**src/rtl/router_pkg.sv**
```systemverilog
// Shared constants and FSM state encoding for the 1x3 router datapath and control.
package router_pkg;

    localparam int         ROUTER_DW    = 8;
    localparam logic [1:0] ADDR_INVALID = 2'b11;

    typedef enum logic [2:0] {
        DECODE_ADDRESS     = 3'd0,
        LOAD_FIRST_DATA    = 3'd1,
        LOAD_DATA          = 3'd2,
        LOAD_PARITY        = 3'd3,
        FIFO_FULL_STATE    = 3'd4,
        LOAD_AFTER_FULL    = 3'd5,
        WAIT_TILL_EMPTY    = 3'd6,
        CHECK_PARITY_ERROR = 3'd7
    } router_state_e;

    function automatic logic addr_is_valid(input logic [1:0] addr);
        return addr != ADDR_INVALID;
    endfunction

endpackage

```
**src/rtl/router_parity_chk.sv**
```systemverilog
// Running XOR parity of a packet, captured parity byte, and the error flag
// comparing the two once the packet's parity byte has arrived.
module router_parity_chk
    import router_pkg::*;
#(
    parameter int DW = ROUTER_DW
) (
    input  logic          clock,
    input  logic          resetn,
    input  logic          clr,
    input  logic          acc_en,
    input  logic [DW-1:0] acc_data,
    input  logic          cap_en,
    input  logic [DW-1:0] cap_data,
    input  logic          cmp_en,
    output logic          err
);

    logic [DW-1:0] int_par_q, int_par_d;
    logic [DW-1:0] pkt_par_q, pkt_par_d;
    logic          err_q, err_d;

    always_comb begin
        int_par_d = int_par_q;
        pkt_par_d = pkt_par_q;
        err_d     = err_q;

        if (clr) begin
            int_par_d = '0;
        end else if (acc_en) begin
            int_par_d = int_par_q ^ acc_data;
        end

        if (cap_en) begin
            pkt_par_d = cap_data;
        end

        // Clear has priority; the compare keeps refreshing while enabled.
        if (clr) begin
            err_d = 1'b0;
        end else if (cmp_en) begin
            err_d = (int_par_q != pkt_par_q);
        end
    end

    always_ff @(posedge clock or negedge resetn) begin
        if (!resetn) begin
            int_par_q <= '0;
            pkt_par_q <= '0;
            err_q     <= 1'b0;
        end else begin
            int_par_q <= int_par_d;
            pkt_par_q <= pkt_par_d;
            err_q     <= err_d;
        end
    end

    assign err = err_q;

endmodule

```
**src/rtl/router_reg.sv**
```systemverilog
// Router datapath register stage: header latch, single-entry hold for FIFO-full
// stalls, registered FIFO write bus and parity status returned to the FSM.
module router_reg
    import router_pkg::*;
#(
    parameter int DATA_WIDTH = ROUTER_DW
) (
    input  logic                  clock,
    input  logic                  resetn,
    input  logic                  pkt_valid,
    input  logic [DATA_WIDTH-1:0] data_in,
    input  logic                  fifo_full,
    input  logic                  detect_add,
    input  logic                  lfd_state,
    input  logic                  ld_state,
    input  logic                  laf_state,
    input  logic                  full_state,
    input  logic                  rst_int_reg,
    output logic [DATA_WIDTH-1:0] dout,
    output logic                  parity_done,
    output logic                  low_pkt_valid,
    output logic                  err
);

    logic [DATA_WIDTH-1:0] header_q, header_d;
    logic [DATA_WIDTH-1:0] hold_q, hold_d;
    logic [DATA_WIDTH-1:0] dout_q, dout_d;
    logic                  parity_done_q, parity_done_d;
    logic                  low_pkt_valid_q, low_pkt_valid_d;

    logic                  lfd_go, ld_go, laf_go;
    logic                  acc_en, cap_en, cmp_en;
    logic [DATA_WIDTH-1:0] acc_data;

    // Strobes are exclusive from the FSM; the masking only fixes a priority order.
    assign lfd_go = lfd_state & ~detect_add;
    assign ld_go  = ld_state  & ~detect_add & ~lfd_state;
    assign laf_go = laf_state & ~detect_add & ~lfd_state & ~ld_state;

    always_comb begin
        header_d        = header_q;
        hold_d          = hold_q;
        dout_d          = dout_q;
        parity_done_d   = parity_done_q;
        low_pkt_valid_d = low_pkt_valid_q;

        if (detect_add && pkt_valid && addr_is_valid(data_in[1:0])) begin
            header_d = data_in;
        end

        if (lfd_go) begin
            dout_d = header_q;
        end else if (ld_go && !fifo_full) begin
            dout_d = data_in;
        end else if (ld_go && fifo_full) begin
            hold_d = data_in;
        end else if (laf_go) begin
            dout_d = hold_q;
        end

        if (rst_int_reg || detect_add) begin
            low_pkt_valid_d = 1'b0;
        end else if (ld_go && !pkt_valid) begin
            low_pkt_valid_d = 1'b1;
        end

        // Parity byte either goes straight out, or leaves the hold after a stall.
        if (detect_add) begin
            parity_done_d = 1'b0;
        end else if ((ld_go && !fifo_full && !pkt_valid) ||
                     (laf_go && low_pkt_valid_q && !parity_done_q)) begin
            parity_done_d = 1'b1;
        end
    end

    assign acc_en   = lfd_go | (ld_go & pkt_valid & ~full_state);
    assign acc_data = lfd_go ? header_q : data_in;
    assign cap_en   = ld_go & ~pkt_valid;
    assign cmp_en   = parity_done_q & ~detect_add;

    always_ff @(posedge clock or negedge resetn) begin
        if (!resetn) begin
            header_q        <= '0;
            hold_q          <= '0;
            dout_q          <= '0;
            parity_done_q   <= 1'b0;
            low_pkt_valid_q <= 1'b0;
        end else begin
            header_q        <= header_d;
            hold_q          <= hold_d;
            dout_q          <= dout_d;
            parity_done_q   <= parity_done_d;
            low_pkt_valid_q <= low_pkt_valid_d;
        end
    end

    router_parity_chk #(
        .DW(DATA_WIDTH)
    ) u_parity_chk (
        .clock    (clock),
        .resetn   (resetn),
        .clr      (detect_add),
        .acc_en   (acc_en),
        .acc_data (acc_data),
        .cap_en   (cap_en),
        .cap_data (data_in),
        .cmp_en   (cmp_en),
        .err      (err)
    );

    assign dout          = dout_q;
    assign parity_done   = parity_done_q;
    assign low_pkt_valid = low_pkt_valid_q;

endmodule

```
**config.mk**
```make
export PLATFORM = sky130hd
export DESIGN_NAME = router_reg
export DESIGN_NICKNAME = d
export VERILOG_FILES = /design/src/rtl/router_pkg.sv /design/src/rtl/router_parity_chk.sv /design/src/rtl/router_reg.sv
export SDC_FILE = /design/constraint.sdc
export NUM_CORES = 1
export LEC_CHECK = 0
export ABC_AREA = 1
export BUFFER_PORTS_ARGS = -buffer_cell sky130_fd_sc_hd__buf_2
export CORE_MARGIN = 2
export CORE_UTILIZATION = 57
export DETAILED_ROUTE_END_ITERATION = 10
export GPL_ROUTABILITY_DRIVEN = 0
export MAX_ROUTING_LAYER = met4
export PLACE_DENSITY = 0.76
export SLEW_MARGIN = 20
export SYNTH_ARGS = -nofsm -noshare
export SYNTH_HDL_FRONTEND = slang
export SYNTH_SLANG_ARGS = --single-unit
```
**constraint.sdc**
```tcl
create_clock -name clock -period 1.1 [get_ports clock]
set_input_delay 0.055 -clock clock [delete_from_list [all_inputs] [get_ports clock]]
set_output_delay 0.055 -clock clock [all_outputs]
set_load 0.1 [all_outputs]
```
# After elaboration in Yosys (flattened, before gate mapping)
# Cells that the tools add are included.
totals:
  ff_bits: 43
  input_bits: 18
  output_inout_bits: 11
  elab_cells: 63
op_classes:
  n_eq_ne: 3
  mux: 13
  bitwise_logic: 19
  reduce_logical: 20
op_table:
  columns: ["op", "count"]
  rows:
  - ["$mux 8", 7]
  - ["$and 1x1->1", 10]
  - ["$logic_and 1x1->1", 8]
  - ["$ne 8x8->1", 1]
  - ["$reduce_bool 2->1", 4]
  - ["$xor 8x8->8", 1]
  - ["$not 1->1", 7]
  - ["$mux 1", 6]
  - ["$logic_not 1->1", 3]
  - ["$ne 3x3->1 const B", 1]
  - ["$reduce_and 3->1", 1]
  - ["$reduce_bool 3->1", 1]
  - ["$logic_or 1x1->1", 2]
  - ["$ne 2x2->1 const B", 1]
  - ["$reduce_and 2->1", 1]
  - ["$or 1x1->1", 1]

# Logic depth before layout (Yosys ltp)
# Gate-level depths: netlist of the first run.
logic_depth:
  ltp_word: 9
  ltp_mapped: 8
  depth_no_buf: 8

# By module
# A second synthesis of the first run with hierarchy kept.
unflattened:
  hier_cells: 278
  hier_area_um2: 2165.8
by_module_without_submodules:
  columns: ["mod", "n_inst", "cells_per_inst", "area_per_inst_um2", "seq_area_each_um2"]
  rows:
  - ["router_reg", 1, 179, 1365.1, 650.6]
  - ["router_parity_chk", 1, 99, 800.8, 425.4]

# Least setup slack after synthesis of the first run
# OpenSTA, ideal clock, no wires.
synth_timing:
  path_kind: "reg-to-reg"
  startpoint: "reg parity_done_q (netlist: parity_done)"
  endpoint: "reg u_parity_chk.err_q (netlist: u_parity_chk.err)"
  setup_ps: 125
  t_arrival_ps: 1424
  t_required_ps: 975
  slack_ps: -449
  stages_incl_launch_ff: 6
  n_path_buf: 0
  synth_period_minus_slack_ps: 1549
  path_cell_list: "dfrtp_1 inv_1 a21oi_1 nand3_1 nor2_1 nor2_1"
synth_between:
  elab_chain_cells: 2
synth_lines:
  columns: ["element", "line", "text"]
  rows:
  - ["from (decl)", "router_reg.sv:28", "logic parity_done_q, parity_done_d;"]
  - ["from (signal assigned)", "router_reg.sv:92", "parity_done_q <= parity_done_d;"]
  - ["$and 1x1->1", "router_reg.sv:79", "assign cmp_en = parity_done_q & ~detect_add;"]
  - ["$reduce_bool 2->1 (no source line)", null, null]
  - ["to (signal assigned)", "router_parity_chk.sv:54", "err_q <= err_d;"]
  - ["to (decl)", "router_parity_chk.sv:21", "logic err_q, err_d;"]
# Every way passes these cells.
# A chain may end at the register's enable or synchronous reset.

# Final worst setup path of the first run
layout_timing:
  startpoint: "reg u_parity_chk.int_par_q[5]"
  endpoint: "reg u_parity_chk.err_q (netlist: u_parity_chk.err)"
layout_between:
  elab_chain_cells: 3
layout_lines:
  columns: ["element", "line", "text"]
  rows:
  - ["from (decl)", "router_parity_chk.sv:19", "logic [DW-1:0] int_par_q, int_par_d;"]
  - ["from (signal assigned)", "router_parity_chk.sv:52", "int_par_q <= int_par_d;"]
  - ["$ne 8x8->1", "router_parity_chk.sv:42", "err_d = (int_par_q != pkt_par_q);"]
  - ["$mux 1", "router_parity_chk.sv:41", "end else if (cmp_en) begin"]
  - ["$mux 1", "router_parity_chk.sv:39", "if (clr) begin"]
# Every way passes these cells. The select of a mux whose other input is x is not followed.

==> flow_summary.toml, run 1 <==
[global_route]
number_of_global_route_vias_before_repair = 2065
overflow_left_after_global_routing = 0
grt_pass1_wl_um = 9360
global_route.usage.total_pct = 28.1
antenna_found_initial = 0
maximum_number_of_pins_on_one_net_before_global_route_repair = 44

[finish]
relative_area_change_from_synthesis_to_final_layout_pct = 26.1
num_antenna_cells = 0
layout_commonest_cell = "sky130_fd_sc_hd__nand2_1"
design.final.nets = 357
share_of_post_route_cells_with_drive_strength_above_1_pct = 22.6
postLayoutCellArea_um2 = 2950
filler_cell_count = 302
layout.cells.most_common_list = "sky130_fd_sc_hd__nand2_1, sky130_fd_sc_hd__inv_1, sky130_fd_sc_hd__dfrtp_1, sky130_fd_sc_hd__nor2_1, sky130_fd_sc_hd__o21ai_0"

[clocking]
cts.clk_slew.worst_paths_ns = 0.08
ctsHtreeMaxLevel = 2
cts_setup_buffers = 0
clock-root-buffer = "sky130_fd_sc_hd__clkbuf_8"
worst_skew_pair.late_latency_ns = 0.30
cts_resized = 0
clock_path_buffers = 2
cts_num_sinks = 43
tritoncts_clock_tree = "done"
cts_hold_repair.buffers = 4
cts_buffers = 5

[critical_path]
slowest_delay_ns = 0.40
cp.arrival_ns = 1.21
critPathSlowestCell = "sky130_fd_sc_hd__dfrtp_1"
worstSetupPathType = "reg -> reg"
critPathRequiredTime_ns = 1.28
path_cells = "inv_1, nand2_1, o21ai_0, nor2_1, nand3_1, nor2_1, nor2_1"
timing.critical_path.from_type = "register"
critical-path-top-cell-by-count = "sky130_fd_sc_hd__nor2_1"
crit_path_end_kind = "register"
critical_path.max_fanout = 4

[placed_design]
dp_worst_setup_slack_ns = -0.0443
buffer_ports.inserted = 28
dpl.hpwl_um = 4040
placement.cell_area_um2 = 2810

[synthesis]
synthDistinctLibCells = 26
syn-cell-area_um2 = 2340
synth_enable_flop_cells = 0
postSynth.asyncResetShare_pct = 100
synthesis.nets = 313
largest_area_contributor_in_the_netlist = "sky130_fd_sc_hd__dfrtp_1"
synthCells = 295
post_synth_main_area_contributors = "sky130_fd_sc_hd__dfrtp_1, sky130_fd_sc_hd__nand2_1, sky130_fd_sc_hd__inv_1"
yosys.area.top_type_share_pct = 46.0
avgSynthCellArea_um2 = 7.93
synth-main-ff-cell = "sky130_fd_sc_hd__dfrtp_1"
ys_warn_count = 0
ys_seq_area_share_pct = 46.0
postSynthRegisterBits = 43

[detailed_routing]
wire_per_inst_um = 14.3
detailroute.via_count = 2148
final_antenna_net_count = 0
wirelength_um = 5580
remaining_drc_errors = 0
detail_route.first_pass.iterations = 4
vias_per_cell = 5.51
drt_iter0_markers = 184

[run_status]
run_status = "finished, final reports clean"

[floorplan]
core_area_um2 = 3970
die_w_um = 68.1
std_cell_rows = 23
die_y_um = 68.1
initial_core_util_pct = 58.9
die_area_um2 = 4630
design.portCount = 29

[pwr]
static-leakage-power_nw = 1.55
power-per-cell-area_nw_per_um2 = 1590
worst_vdd_rail_ir_drop_mv = 1.00

[timing]
slew_viol_final = 0
tightestPinTransition_ns = 0.307
fin_crit_sh_pct = 93.4
slew-limit-headroom_pct = 79.5
setup_viol = 0
grt_setup_unrepaired = "false"
report.final.hold_viol_count = 0
finalWorstPathRequiredPeriod_ns = 1.03
maxClockFrequency_ghz = 0.973
setup_ws_ns = 0.0728
clock-skew-final_ns = 0.00673

[min_path]
min-delay-path-class = "in -> reg"

[run]
maxCapViolCount = 0
## report_power, final
group	internal (mW)	total (mW)	switching, mW
Sequential	1.84	2.02	0.183
Clock	0.574	1.11	0.540
Combinational	0.566	1.54	0.971
## sequential cells by signal, summed over array words and instances (netlist names)
name                    cells
dout                        8
header_q                    8
hold_q                      8
u_parity_chk.int_par_q      8
u_parity_chk.pkt_par_q      8
low_pkt_valid               1
parity_done                 1
u_parity_chk.err            1
## layer usage
metal / vias to the layer above / global-route usage (%) / routed length, um
li1: 1045 / - / -
met1: 1009 / 34.8 / 2420
met2: 81 / 45.8 / 2730
met3: 13 / 5.10 / 318
met4: 0 / 10.5 / 105
met5: - / - / 0
## synthesized netlist by cell type (2+ instances only)
cell,instances
sky130_fd_sc_hd__xnor2_1,2
sky130_fd_sc_hd__nand3_1,20
sky130_fd_sc_hd__nand4_1,17
sky130_fd_sc_hd__nor2_1,27
sky130_fd_sc_hd__nand2_1,79
sky130_fd_sc_hd__nand3b_1,4
sky130_fd_sc_hd__buf_6,3
sky130_fd_sc_hd__dfrtp_1,43
sky130_fd_sc_hd__o21ai_0,21
sky130_fd_sc_hd__nor2_8,2
sky130_fd_sc_hd__nand2_4,2
sky130_fd_sc_hd__a21oi_1,9
sky130_fd_sc_hd__nand3_4,2
sky130_fd_sc_hd__inv_1,36
sky130_fd_sc_hd__inv_2,3
sky130_fd_sc_hd__nand3_2,2
sky130_fd_sc_hd__nand2_2,3
sky130_fd_sc_hd__o21ai_1,9
sky130_fd_sc_hd__buf_2,4
## per-stage QoR
step           total power [mW]  hold slack, ns  util (%)  std cells  setup TNS, ns
2_1_floorplan              2.99          -0.241         -        295         -0.136
3_3_place_gp               3.53          0.0497      70.7        378              0
3_5_place_dp               3.58          0.0505      70.7        378        -0.0536
4_1_cts                    4.69         0.00279      74.2        390              0
5_1_grt                    4.91         0.00554      74.2        390              0
6_report                   4.67         0.00869      74.2        390              0
## area by class of cell
cell class              instances  area (um2)  share of cell area, %
flip-flops and latches         43        1090                   37.0
well taps                      50        62.6                   2.12
inverters                      41         161                   5.48
clock buffers                   8         100                   3.40
repair buffers                 44         485                   16.5
multi-input cells             204        1050                   35.5
## final timing paths
| check | cells after the start | slack (ns) | from | end |
|---|---|---|---|---|
| setup / recovery | 7 | 0.07 | u_parity_chk.int_par_q[5] | u_parity_chk.err |
| setup reg to reg | 7 | 0.07 | u_parity_chk.int_par_q[5] | u_parity_chk.err |
| hold reg to reg | 2 | 0.49 | header_q[6] | header_q[6] |
| hold / removal | 3 | 0.009 | data_in[0] | u_parity_chk.pkt_par_q[0] |
| min in group asynchronous | 3 | 0.25 | resetn | u_parity_chk.pkt_par_q[4] |
| max in group asynchronous | 3 | 0.62 | resetn | parity_done |
## worst max-delay path, delay by kind of cell (launching register included)
family,cells,cell delay [ns]
AOI/OAI and AO/OA,1,0.08
DFF,1,0.40
buffers and inverters,1,0.07
and+or+nand+nor,5,0.36
## cell families (layout without fill, tap and decap cells)
group                  after synthesis  after routing  share of synthesized area [%]
flip-flops                          43             43                           46.0
AND/OR/NAND/NOR                    161            161                           34.8
XOR/XNOR                             2              2                          0.749
buffers and inverters               48             93                           9.20
AO/OA/AOI/OAI                       41             41                           9.26
(Power assumes the default switching activity.)
==> inputs of run 2 (changes only) <==
MAX_ROUTING_LAYER = not set   (was met4)
==> run 2 against run 1 <==
Effect of this change: cell count is the same; worst setup slack lost 0.010 ns; sequential power is essentially flat; worst hold slack lost 0.0015 ns; critical path depth is the same; first-iteration DRC count is the same; via count shrank 1.9%; sequential cell count is the same; fmax shrank 1.0%; clock-buffer cell count is the same.
==> flow_summary.toml, run 2 (synthesis results as in run 1) <==
[global_route]
maximum_number_of_pins_on_one_net_before_global_route_repair = 44
overflow_left_after_global_routing = 0
antenna_found_initial = 0
global_route.usage.total_pct = 27.3
grt_pass1_wl_um = 9350
number_of_global_route_vias_before_repair = 2060

[critical_path]
critical_path.max_fanout = 4
critical_path.reg2reg.startpoint = "u_parity_chk.int_par_q[5]"
startpoint = "u_parity_chk.int_par_q[5]"
crit_path_end_kind = "register"
critPathRequiredTime_ns = 1.28
timing.critical_path.from_type = "register"
r2r_setup_slack_ns = 0.06
worstReg2RegEnd = "u_parity_chk.err"
timing.critical_path.to = "u_parity_chk.err"
cp.arrival_ns = 1.22
timing.reg2reg.worst_path_depth = 7
worstSetupPathType = "reg -> reg"

[timing]
maxClockFrequency_ghz = 0.964
report.final.hold_viol_count = 0
clock-skew-final_ns = 0.00596
setup_viol = 0
slew-limit-headroom_pct = 79.3
tightestPinTransition_ns = 0.310
fin_worst_hold_slack_ns = 0.00721
grt_setup_unrepaired = "false"
setup_ws_ns = 0.0623
slew_viol_final = 0
finalWorstPathRequiredPeriod_ns = 1.04
setup_tns_ns = 0
fin_crit_sh_pct = 94.3

[floorplan]
design.portCount = 29
die_y_um = 68.1
std_cell_rows = 23
die_area_um2 = 4630
die_w_um = 68.1
core_area_um2 = 3970
initial_core_util_pct = 58.9

[run]
maxCapViolCount = 0

[finish]
layout_commonest_cell = "sky130_fd_sc_hd__nand2_1"
share_of_post_route_cells_with_drive_strength_above_1_pct = 22.6
num_antenna_cells = 0
relative_area_change_from_synthesis_to_final_layout_pct = 26.1
finish.utilization_pct = 74.2
filler_cell_count = 302
layout.cells.most_common_list = "sky130_fd_sc_hd__nand2_1, sky130_fd_sc_hd__inv_1, sky130_fd_sc_hd__dfrtp_1, sky130_fd_sc_hd__nor2_1, sky130_fd_sc_hd__o21ai_0"
design.final.nets = 357
final_cells = 390
postLayoutCellArea_um2 = 2950

[pwr]
worst_vdd_rail_ir_drop_mv = 1.00
cell_internal_pwr_mw = 2.98
power.combinational.fraction_pct = 32.9
clock_power_share_pct = 23.8
power-per-cell-area_nw_per_um2 = 1590
net-switching-power_mw = 1.70
swShare_pct = 36.3
share_seq_of_total_power_pct = 43.3
static-leakage-power_nw = 1.55
power.total_mw = 4.68

[min_path]
min-delay-path-class = "in -> reg"
holdCritStartpoint = "data_in[0]"

[clocking]
clock_path_buffers = 2
cts_buffers = 5
worst_skew_pair.late_latency_ns = 0.30
clock-root-buffer = "sky130_fd_sc_hd__clkbuf_8"
ctsHtreeMaxLevel = 2
cts.clk_slew.worst_paths_ns = 0.08
cts_setup_buffers = 0
tritoncts_clock_tree = "done"
cts_num_sinks = 43

[placed_design]
placement.cell_area_um2 = 2810
dpl.hpwl_um = 4040
placedCellCount = 378
buffer_ports.inserted = 28
dp_worst_setup_slack_ns = -0.0443

[detailed_routing]
wire_per_inst_um = 14.4
wirelength_um = 5610
remaining_drc_errors = 0
final_antenna_net_count = 0
drt_iter0_markers = 184
vias_per_cell = 5.41
detailroute.via_count = 2108
detail_route.first_pass.iterations = 4

[run_status]
run_status = "finished, final reports clean"
## run 2: cell counts in the layout (fill, tap and decap cells not counted)
No cell type changed its count.
## run 2: critical path, stage by stage (launching register included)
cell and delay, ns:
sky130_fd_sc_hd__dfrtp_1 0.40, sky130_fd_sc_hd__inv_1 0.07, sky130_fd_sc_hd__nand2_1 0.05, sky130_fd_sc_hd__o21ai_0 0.08, sky130_fd_sc_hd__nor2_1 0.11, sky130_fd_sc_hd__nand3_1 0.07, sky130_fd_sc_hd__nor2_1 0.09, sky130_fd_sc_hd__nor2_1 0.04
## run 2: timing repair
item | in CTS | in global routing
hold endpoints to repair | 46 | 0
resized for setup | 0 | 0
hold buffers | 4 | 0
## run 2: routing by layer
| metal | part of all wire, % | track usage, % | vias to the layer above |
|---|---|---|---|
| met4 | 1.6 | 10.5 | 0 |
| li1 | - | - | 1046 |
| met1 | 45 | 34.5 | 994 |
| met2 | 50 | 45.8 | 57 |
| met5 | 0 | 0 | - |
| met3 | 4.1 | 5.59 | 11 |
## run 2: how the worst min path moves through the flow
stage,to,depth (start not counted)
2_1_floorplan,dout[0],0
4_1_cts,u_parity_chk.pkt_par_q[0],3
6_report,u_parity_chk.pkt_par_q[0],3
3_3_place_gp,u_parity_chk.pkt_par_q[4],2
5_1_grt,u_parity_chk.pkt_par_q[0],3
3_5_place_dp,u_parity_chk.pkt_par_q[4],2
## run 2: area by class of cell
type                    count  area (um2)  share of cell area [%]
clock buffers               8         100                    3.40
inverters                  41         161                    5.48
multi-input cells         204        1050                    35.5
flip-flops and latches     43        1090                    37.0
well taps                  50        62.6                    2.12
repair buffers             44         485                    16.5
## run 2: power by group through the flow
stage                     logic (mW)  registers, mW  clock network [mW]
after global routing            1.66           2.05                1.20
after detailed placement        1.52           2.05                   0
final                           1.54           2.02                1.11
after CTS                       1.54           2.02                1.13
after floorplan                0.560           2.43                   0
after global placement          1.49           2.04                   0
